`config.mk`:
```
export PLATFORM = sky130hd
export DESIGN_NAME = hazard_ctrl
export DESIGN_NICKNAME = d
export VERILOG_FILES = /design/src/rtl/hazard_pkg.sv /design/src/rtl/sat_counter.sv /design/src/rtl/hazard_ctrl.sv
export SDC_FILE = /design/constraint.sdc
export NUM_CORES = 1
export LEC_CHECK = 0
export CAP_MARGIN = 20
export CORE_AREA = 2 2 50 52
export DETAILED_ROUTE_END_ITERATION = 16
export DIE_AREA = 0 0 52 54
export GPL_TIMING_DRIVEN = 0
export PLACE_DENSITY = 0.74
export RECOVER_POWER = 50
export SYNTH_ARGS = -nofsm -noshare
export SYNTH_HDL_FRONTEND = slang
export SYNTH_SLANG_ARGS = --single-unit
export TNS_END_PERCENT = 100
```
`constraint.sdc`:
```
create_clock -name clk -period 1.4 [get_ports clk]
set_input_delay 0.35 -clock clk [delete_from_list [all_inputs] [get_ports clk]]
set_output_delay 0.35 -clock clk [all_outputs]
set_load 0.02 [all_outputs]
```
`src/rtl/hazard_pkg.sv`:
```
// Shared types for the pipeline sequencing controller: FSM state encoding,
// the priority-decode classes and the enable/flush bundle each class drives.
package hazard_pkg;

    typedef enum logic [1:0] {
        RUN      = 2'd0,
        MEM_WAIT = 2'd1,
        HALTED   = 2'd2
    } state_t;

    // Decode classes, listed highest priority first.
    typedef enum logic [2:0] {
        DEC_HALT    = 3'd0,
        DEC_FREEZE  = 3'd1,
        DEC_BRANCH  = 3'd2,
        DEC_LOADUSE = 3'd3,
        DEC_NORMAL  = 3'd4
    } dec_t;

    typedef struct packed {
        logic pc_en;
        logic if_id_en;
        logic id_ex_en;
        logic ex_mem_en;
        logic mem_wb_en;
        logic if_id_flush;
        logic id_ex_bubble;
    } ctl_t;

    localparam ctl_t CTL_STOP    = 7'b00000_00;
    localparam ctl_t CTL_BRANCH  = 7'b11111_11;
    localparam ctl_t CTL_LOADUSE = 7'b00111_01;
    localparam ctl_t CTL_NORMAL  = 7'b11111_00;

    // Map a decode class to the register enable/flush pattern it produces.
    function automatic ctl_t dec_ctl(input dec_t d);
        case (d)
            DEC_HALT,
            DEC_FREEZE:  dec_ctl = CTL_STOP;
            DEC_BRANCH:  dec_ctl = CTL_BRANCH;
            DEC_LOADUSE: dec_ctl = CTL_LOADUSE;
            default:     dec_ctl = CTL_NORMAL;
        endcase
    endfunction

endpackage

```
`src/rtl/sat_counter.sv`:
```
// Saturating up-counter: clears on reset, counts on inc, holds at all-ones.
module sat_counter #(
    parameter int WIDTH = 16
) (
    input  logic             clk,
    input  logic             rst,
    input  logic             inc,
    output logic [WIDTH-1:0] count
);

    // Increment until every bit is set, then hold.
    always_ff @(posedge clk or posedge rst) begin
        if (rst)
            count <= '0;
        else if (inc && (count != {WIDTH{1'b1}}))
            count <= count + 1'b1;
    end

endmodule

```
`src/rtl/hazard_ctrl.sv`:
```
// Pipeline sequencing controller for the 5-stage core: load-use bubbles,
// taken-branch squashes, data-memory freezes, halt and memory-timeout error.
// Optional build macro HAZARD_PERF_EN adds saturating event counters
// (perf_lu, perf_br, perf_mem) of width CNT_W.
module hazard_ctrl
    import hazard_pkg::*;
#(
    parameter int REG_AW   = 3,
    parameter int WAIT_MAX = 255
`ifdef HAZARD_PERF_EN
    ,
    parameter int CNT_W    = 16
`endif
) (
    input  logic              clk,
    input  logic              rst,
    input  logic [REG_AW-1:0] id_rs,
    input  logic [REG_AW-1:0] id_rt,
    input  logic              id_rs_vld,
    input  logic              id_rt_vld,
    input  logic [REG_AW-1:0] ex_rd,
    input  logic              ex_is_load,
    input  logic              ex_wr_en,
    input  logic              br_taken,
    input  logic              dmem_req,
    input  logic              dmem_done,
    input  logic              wb_halt,
    output logic              pc_en,
    output logic              if_id_en,
    output logic              id_ex_en,
    output logic              ex_mem_en,
    output logic              mem_wb_en,
    output logic              if_id_flush,
    output logic              id_ex_bubble,
    output logic              halted,
    output logic              err
`ifdef HAZARD_PERF_EN
    ,
    output logic [CNT_W-1:0]  perf_lu,
    output logic [CNT_W-1:0]  perf_br,
    output logic [CNT_W-1:0]  perf_mem
`endif
);

    localparam int WCW = $clog2(WAIT_MAX + 1);

    state_t         state, state_nxt;
    logic [WCW-1:0] wcnt, wcnt_nxt, wcnt_inc;
    logic           err_set;
    logic           lu_hit, mem_stall;
    dec_t           dec;
    ctl_t           ctl;

    assign lu_hit    = ex_is_load & ex_wr_en &
                       ((id_rs_vld & (id_rs == ex_rd)) | (id_rt_vld & (id_rt == ex_rd)));
    assign mem_stall = dmem_req & ~dmem_done;
    assign wcnt_inc  = wcnt + 1'b1;

    // State, wait counter and the registered status flags.
    always_ff @(posedge clk or posedge rst) begin
        if (rst) begin
            state  <= RUN;
            wcnt   <= '0;
            halted <= 1'b0;
            err    <= 1'b0;
        end else begin
            state  <= state_nxt;
            wcnt   <= wcnt_nxt;
            halted <= (state_nxt == HALTED);
            err    <= err | err_set;
        end
    end

    // Next state: a stalled cycle counts toward the timeout (the counter is
    // zero in RUN, so the first stalled cycle counts as 1); wb_halt is only
    // honoured when WB is actually advancing, i.e. in RUN and not frozen.
    always_comb begin
        state_nxt = state;
        wcnt_nxt  = wcnt;
        err_set   = 1'b0;
        case (state)
            RUN, MEM_WAIT: begin
                if (mem_stall) begin
                    wcnt_nxt = wcnt_inc;
                    if (wcnt_inc == WCW'(WAIT_MAX)) begin
                        state_nxt = HALTED;
                        err_set   = 1'b1;
                    end else begin
                        state_nxt = MEM_WAIT;
                    end
                end else if (state == MEM_WAIT) begin
                    if (dmem_done) begin
                        state_nxt = RUN;
                        wcnt_nxt  = '0;
                    end
                end else if (wb_halt) begin
                    state_nxt = HALTED;
                end
            end
            default: state_nxt = HALTED;
        endcase
    end

    // Zero-latency priority decode of state and hazards into enables.
    always_comb begin
        if (state == HALTED)
            dec = DEC_HALT;
        else if (mem_stall)
            dec = DEC_FREEZE;
        else if (br_taken)
            dec = DEC_BRANCH;
        else if (lu_hit)
            dec = DEC_LOADUSE;
        else
            dec = DEC_NORMAL;
        ctl = dec_ctl(dec);
    end

    assign pc_en        = ctl.pc_en;
    assign if_id_en     = ctl.if_id_en;
    assign id_ex_en     = ctl.id_ex_en;
    assign ex_mem_en    = ctl.ex_mem_en;
    assign mem_wb_en    = ctl.mem_wb_en;
    assign if_id_flush  = ctl.if_id_flush;
    assign id_ex_bubble = ctl.id_ex_bubble;

`ifdef HAZARD_PERF_EN
    sat_counter #(.WIDTH(CNT_W)) u_perf_lu (
        .clk   (clk),
        .rst   (rst),
        .inc   (dec == DEC_LOADUSE),
        .count (perf_lu)
    );

    sat_counter #(.WIDTH(CNT_W)) u_perf_br (
        .clk   (clk),
        .rst   (rst),
        .inc   (dec == DEC_BRANCH),
        .count (perf_br)
    );

    sat_counter #(.WIDTH(CNT_W)) u_perf_mem (
        .clk   (clk),
        .rst   (rst),
        .inc   (dec == DEC_FREEZE),
        .count (perf_mem)
    );
`endif

endmodule

```
# Word level (Yosys, flattened, before mapping)
# Cells that the tools add are included.
dict set report classes {
  addsub 1
  eq_ne 9
  mux 17
  bitwise_logic 8
  reduce_logical 7
}
# cell count
set ops {}
lappend ops {{$mux 8} 3}
lappend ops {{$pmux 7 s3} 1}
lappend ops {{$mux 2} 6}
lappend ops {{$mux 3} 4}
lappend ops {{$add 8x1->8 const B} 1}
lappend ops {{$eq 8x8->1 const B} 1}
lappend ops {{$eq 3x2->1 const B} 2}
lappend ops {{$eq 3x3->1} 2}
lappend ops {{$and 1x1->1} 5}
lappend ops {{$eq 2x2->1 const B} 2}
lappend ops {{$reduce_bool 2->1} 2}
lappend ops {{$reduce_or 2->1} 2}
lappend ops {{$eq 3x1->1 const B} 1}
lappend ops {{$logic_not 3->1} 1}
lappend ops {{$mux 1} 3}
lappend ops {{$reduce_and 3->1} 1}
lappend ops {{$eq 2x1->1 const B} 1}
lappend ops {{$logic_not 2->1} 1}
lappend ops {{$or 1x1->1} 2}
lappend ops {{$not 1->1} 1}
dict set report totals {
  reg_bits 12
  output_inout_bits 9
  elab_cells 46
}

# Depth between registers and ports, before layout
dict set report depth {
  word_depth 11
  mapped_depth 6
}

# Least setup slack after synthesis
# Ideal clock, no wire load.
dict set report synth_timing {
  path_kind {in2out}
  start {input port dmem_done}
  end {output port pc_en}
  arrival_ns 1.848
  t_required_ns 1.050
  path_slack_ns -0.798
  stages 5
  cell_sequence {nand2b_1 > buf_2 > a21boi_2 > a21boi_0 > buf_4}
}
dict set report synth_between {
  elab_chain_cells 7
  word_cells_on_any_way 10
  cone_classes {3 x eq/ne; 3 x mux; 2 x bitwise; 2 x reduce/logical}
}
# item line_no
set synth_rtl {}
lappend synth_rtl {{start: declaration} hazard_ctrl.sv:26} ;# input logic dmem_done,
lappend synth_rtl {{$not 1->1 *} hazard_ctrl.sv:56} ;# assign mem_stall = dmem_req & ~dmem_done;
lappend synth_rtl {{$and 1x1->1 *} hazard_ctrl.sv:56}
lappend synth_rtl {{$mux 3 *} hazard_ctrl.sv:108} ;# else if (mem_stall)
lappend synth_rtl {{$mux 3 *} hazard_ctrl.sv:106} ;# if (state == HALTED)
lappend synth_rtl {{$eq 3x1->1 or $logic_not 3->1 (tied branches)} hazard_pkg.sv:37} ;# case (d)
lappend synth_rtl {{$reduce_or 2->1} hazard_pkg.sv:37}
lappend synth_rtl {{$pmux 7 s3 *} hazard_pkg.sv:37}
lappend synth_rtl {{end: declaration} hazard_ctrl.sv:28} ;# output logic pc_en,
# Every way passes the cells marked *; elsewhere a longest branch is shown, timed or not.

# Final worst setup path
dict set report layout_timing {
  start {register state[0]}
  end {output port if_id_flush}
}
dict set report layout_between {
  elab_chain_cells 5
  word_cells_on_any_way 8
  cone_classes {4 x eq/ne; 2 x mux; 2 x reduce/logical}
}
# item line_no
set layout_rtl {}
lappend layout_rtl {{start: declaration} hazard_ctrl.sv:47} ;# state_t state, state_nxt;
lappend layout_rtl {{start signal: assignment} hazard_ctrl.sv:67} ;# state <= state_nxt;
lappend layout_rtl {{$eq 2x2->1 *} hazard_ctrl.sv:106}
lappend layout_rtl {{$mux 3 *} hazard_ctrl.sv:106}
lappend layout_rtl {{$eq 3x1->1 or $logic_not 3->1 (tied branches)} hazard_pkg.sv:37}
lappend layout_rtl {{$reduce_or 2->1} hazard_pkg.sv:37}
lappend layout_rtl {{$pmux 7 s3 *} hazard_pkg.sv:37}
lappend layout_rtl {{end: declaration} hazard_ctrl.sv:33} ;# output logic if_id_flush,
# Marked as above.

==> results.yml <==
finish:
  diodes: 0
  layout-drive-gt1-share_pct: 44.6
  syn_to_final_growth_pct: 52.1
  nets: 161
  finish.utilization_pct: 59.3
synth:
  netlist-cell-type-count: 34
  syn_area_sq_um: 905
  ys_seq_elements: 12
  yosysWarnings: 0
  ys_seq_area_share_pct: 33.2
  postSynthCellCount: 102
  post_synth.cell_area_avg_sq_um: 8.87
  syn-num-nets: 123
detailed_routing:
  dr.pass1.iters: 3
  wl_per_cell_um: 14.8
  drt_iter0_drc: 7
  ant_nets: 0
  drc: 0
  routed_wl_um: 2500
  drt-vias-per-instance: 5.37
  vias: 907
floorplanning:
  start_util_pct: 39.0
  die_h_um: 54
  core_area_sq_um: 2320
  die_x_um: 52
  rows: 18
  ioPinCount: 28
  die_area_sq_um: 2810
clocking:
  cts.sinks: 12
  cts_max_level: 1
  clk_path_buf_depth: 2
  cts_root_buffer: "clkbuf_4"
  cts_buffers: 3
  cts_tree: "yes"
  holdBufCountCts: 0
  clk-insertion-delay-late_ns: 0.29
  path_clk_slew_ns: 0.08
global_route:
  track_usage_pct: 19.1
  grt_max_degree: 13
  grt_antenna_before_repair: 0
  grt_pass1_vias: 906
  overflow: 0
  grt_pass1_wl_um: 3920
setup_path:
  end_kind: "primary output"
  critPathSlowestCell: "dfrtp_1"
  required_ns: 1.05
  critPathKind: "reg2out"
  cp_max_fo: 4
  cp_cell_sequence: "inv_2 -> a21boi_4 -> buf_4 -> and2_2 -> buf_6"
  max_stage_delay_ns: 0.39
  crit_arrival_ns: 1.31
  critPathLaunchType: "flip-flop"
timing:
  setup_ws_ns: -0.260
  finalSetupViolCount: 9
  drv_slew: 0
  hold_violations: 0
  fin_crit_sh_pct: 119
  fin_setup_tns_ns: -1.60
  rsz0062_at_grt: "true"
  slew_headroom_pct: 66.9
  max_slew.worst_pin.slew_ns: 0.495
  fin_skew_ns: 0.00457
  period_needed_ns: 1.66
  fmax_ghz: 0.602
placed_design:
  dp.final_hpwl_um: 1670
  place.gp.congestion: 0.775
  numPortBuffers: 27
  place_ws_ns: -1.37
power_and_ir_drop:
  p_leak_nw: 0.592
  p_sw_uw: 212
  ir_drop_mv: 0.375
  combPwrFrac_pct: 17.1
  clkPwrFrac_pct: 36.7
  power_density_nw_per_um2: 580
  p_sw_share_pct: 26.6
  pwr-share-seq_pct: 46.2
  p_int_uw: 585
status:
  violations: "setup timing"
  status: "finished, violations left"
hold_path:
  hold_path.class: "in2reg"
flow_run:
  drv_cap: 0
## power groups by stage
| stage | sequential, mW | clock (mW) | combinational (mW) |
|---|---|---|---|
| 2_1_floorplan | 0.370 | 0 | 0.0698 |
| 3_3_place_gp | 0.372 | 0 | 0.136 |
| 3_5_place_dp | 0.372 | 0 | 0.141 |
| 4_1_cts | 0.366 | 0.299 | 0.135 |
| 5_1_grt | 0.370 | 0.309 | 0.151 |
| 6_report | 0.369 | 0.293 | 0.136 |
## placed cells by master, fill, tap and decap left out, types with 2 or more instances in the layout
master,instances
clkdlybuf4s50_1,2
xnor2_2,3
a21oi_1,4
a41oi_1,2
a21boi_4,2
nand4_1,4
nor3_1,4
a31oi_1,2
dlygate4sd2_1,6
dfrtp_2,2
buf_6,9
dfrtp_1,10
o21ai_0,7
nand3_1,2
buf_4,14
nor2_2,2
nand2_1,9
xnor2_1,3
inv_2,2
clkbuf_4,3
buf_2,9
a21o_1,2
inv_1,5
o31ai_1,5
o21ai_1,2
## state kept, by name, summed over array words and instances (netlist names)
| name | cells |
|---|---|
| err | 1 |
| halted | 1 |
| state | 2 |
| wcnt | 8 |
## per-layer routing
metal	up-vias	wire length, um	track usage (%)
li1	441	-	-
met2	22	1320	34.6
met3	6	138	3.89
met5	-	0	0
met4	0	34	7.89
met1	438	1010	21.9
## area by class of cell
class	instances	area, sq um
plain buffers	5	48.8
clock buffers	4	36.3
fillers	210	943
inverters	7	26.3
multi-input cells	75	639
flip-flops and latches	12	303
well taps	30	37.5
repair buffers	36	285
## worst max-delay path: cells and delay by family, from the launching register on
kind | cells | cell delay, ns
AO/OA/AOI/OAI | 1 | 0.07
AND/OR/NAND/NOR | 1 | 0.19
flip-flops | 1 | 0.39
buffers and inverters | 3 | 0.37
## cells by family after synthesis
logic type | after synthesis | share of synthesized area [%]
compound gates | 35 | 27.8
simple gates | 31 | 17.7
buf+inv | 15 | 10.9
flops | 12 | 33.2
xor+xnor | 7 | 7.61
fa+ha+maj | 2 | 2.77
## cells in the mapped netlist (all sizes together)
cell	instances	share of area, %
inv	7	2.9
nand4	4	2.8
xor2	1	1.8
a21boi	2	2.1
a21oi	5	2.8
a22oi	1	1.4
o21ai	9	5.0
buf	8	8.0
dfrtp	12	33
nor3	4	2.2
a41oi	2	1.9
nand2	10	4.1
nor3b	1	0.83
nor2	2	0.83
and4	1	0.97
ha	2	2.8
o31ai	7	5.8
a21o	2	1.7
nor2b	1	0.69
o31a	1	0.97
nand3b	1	0.83
and2	2	1.4
o41ai	1	1.8
nand2b	1	0.69
nand3	3	1.7
o21a	1	0.83
xnor2	6	5.8
a31oi	3	2.8
a211oi	1	0.83
or2	1	0.69
## path summary, 6_finish.rpt
path,start,to,slack (ns),cells after the start
max,state[0]$_DFF_PP0_,if_id_flush,-0.26,5
min,dmem_done,wcnt[2]$_DFFE_PP0P_,0.32,2
max reg2reg,wcnt[6]$_DFFE_PP0P_,state[0]$_DFF_PP0_,-0.04,4
min reg2reg,err$_DFF_PP0_,err$_DFF_PP0_,0.47,2
max in group asynchronous,rst,wcnt[0]$_DFFE_PP0P_,0.52,2
min in group asynchronous,rst,wcnt[4]$_DFFE_PP0P_,0.51,2
## stage by stage
step / total power [mW] / hold slack (ns) / cells / instance area, sq um
4_1_cts: 0.800 / 0.315 / 169 / 1350
6_report: 0.798 / 0.318 / 169 / 1380
3_5_place_dp: 0.513 / 0.461 / 159 / 1260
2_1_floorplan: 0.440 / 0.215 / 102 / 955
5_1_grt: 0.829 / 0.336 / 169 / 1380
3_3_place_gp: 0.508 / 0.451 / 159 / 1260
## timing repair
action | CTS | global route
pin swaps | 20 | 7
setup endpoints to repair | 17 | 12
setup buffers | 7 | 2
gates resized for setup | 102 | 10
Power figures use the tool's default switching activity.
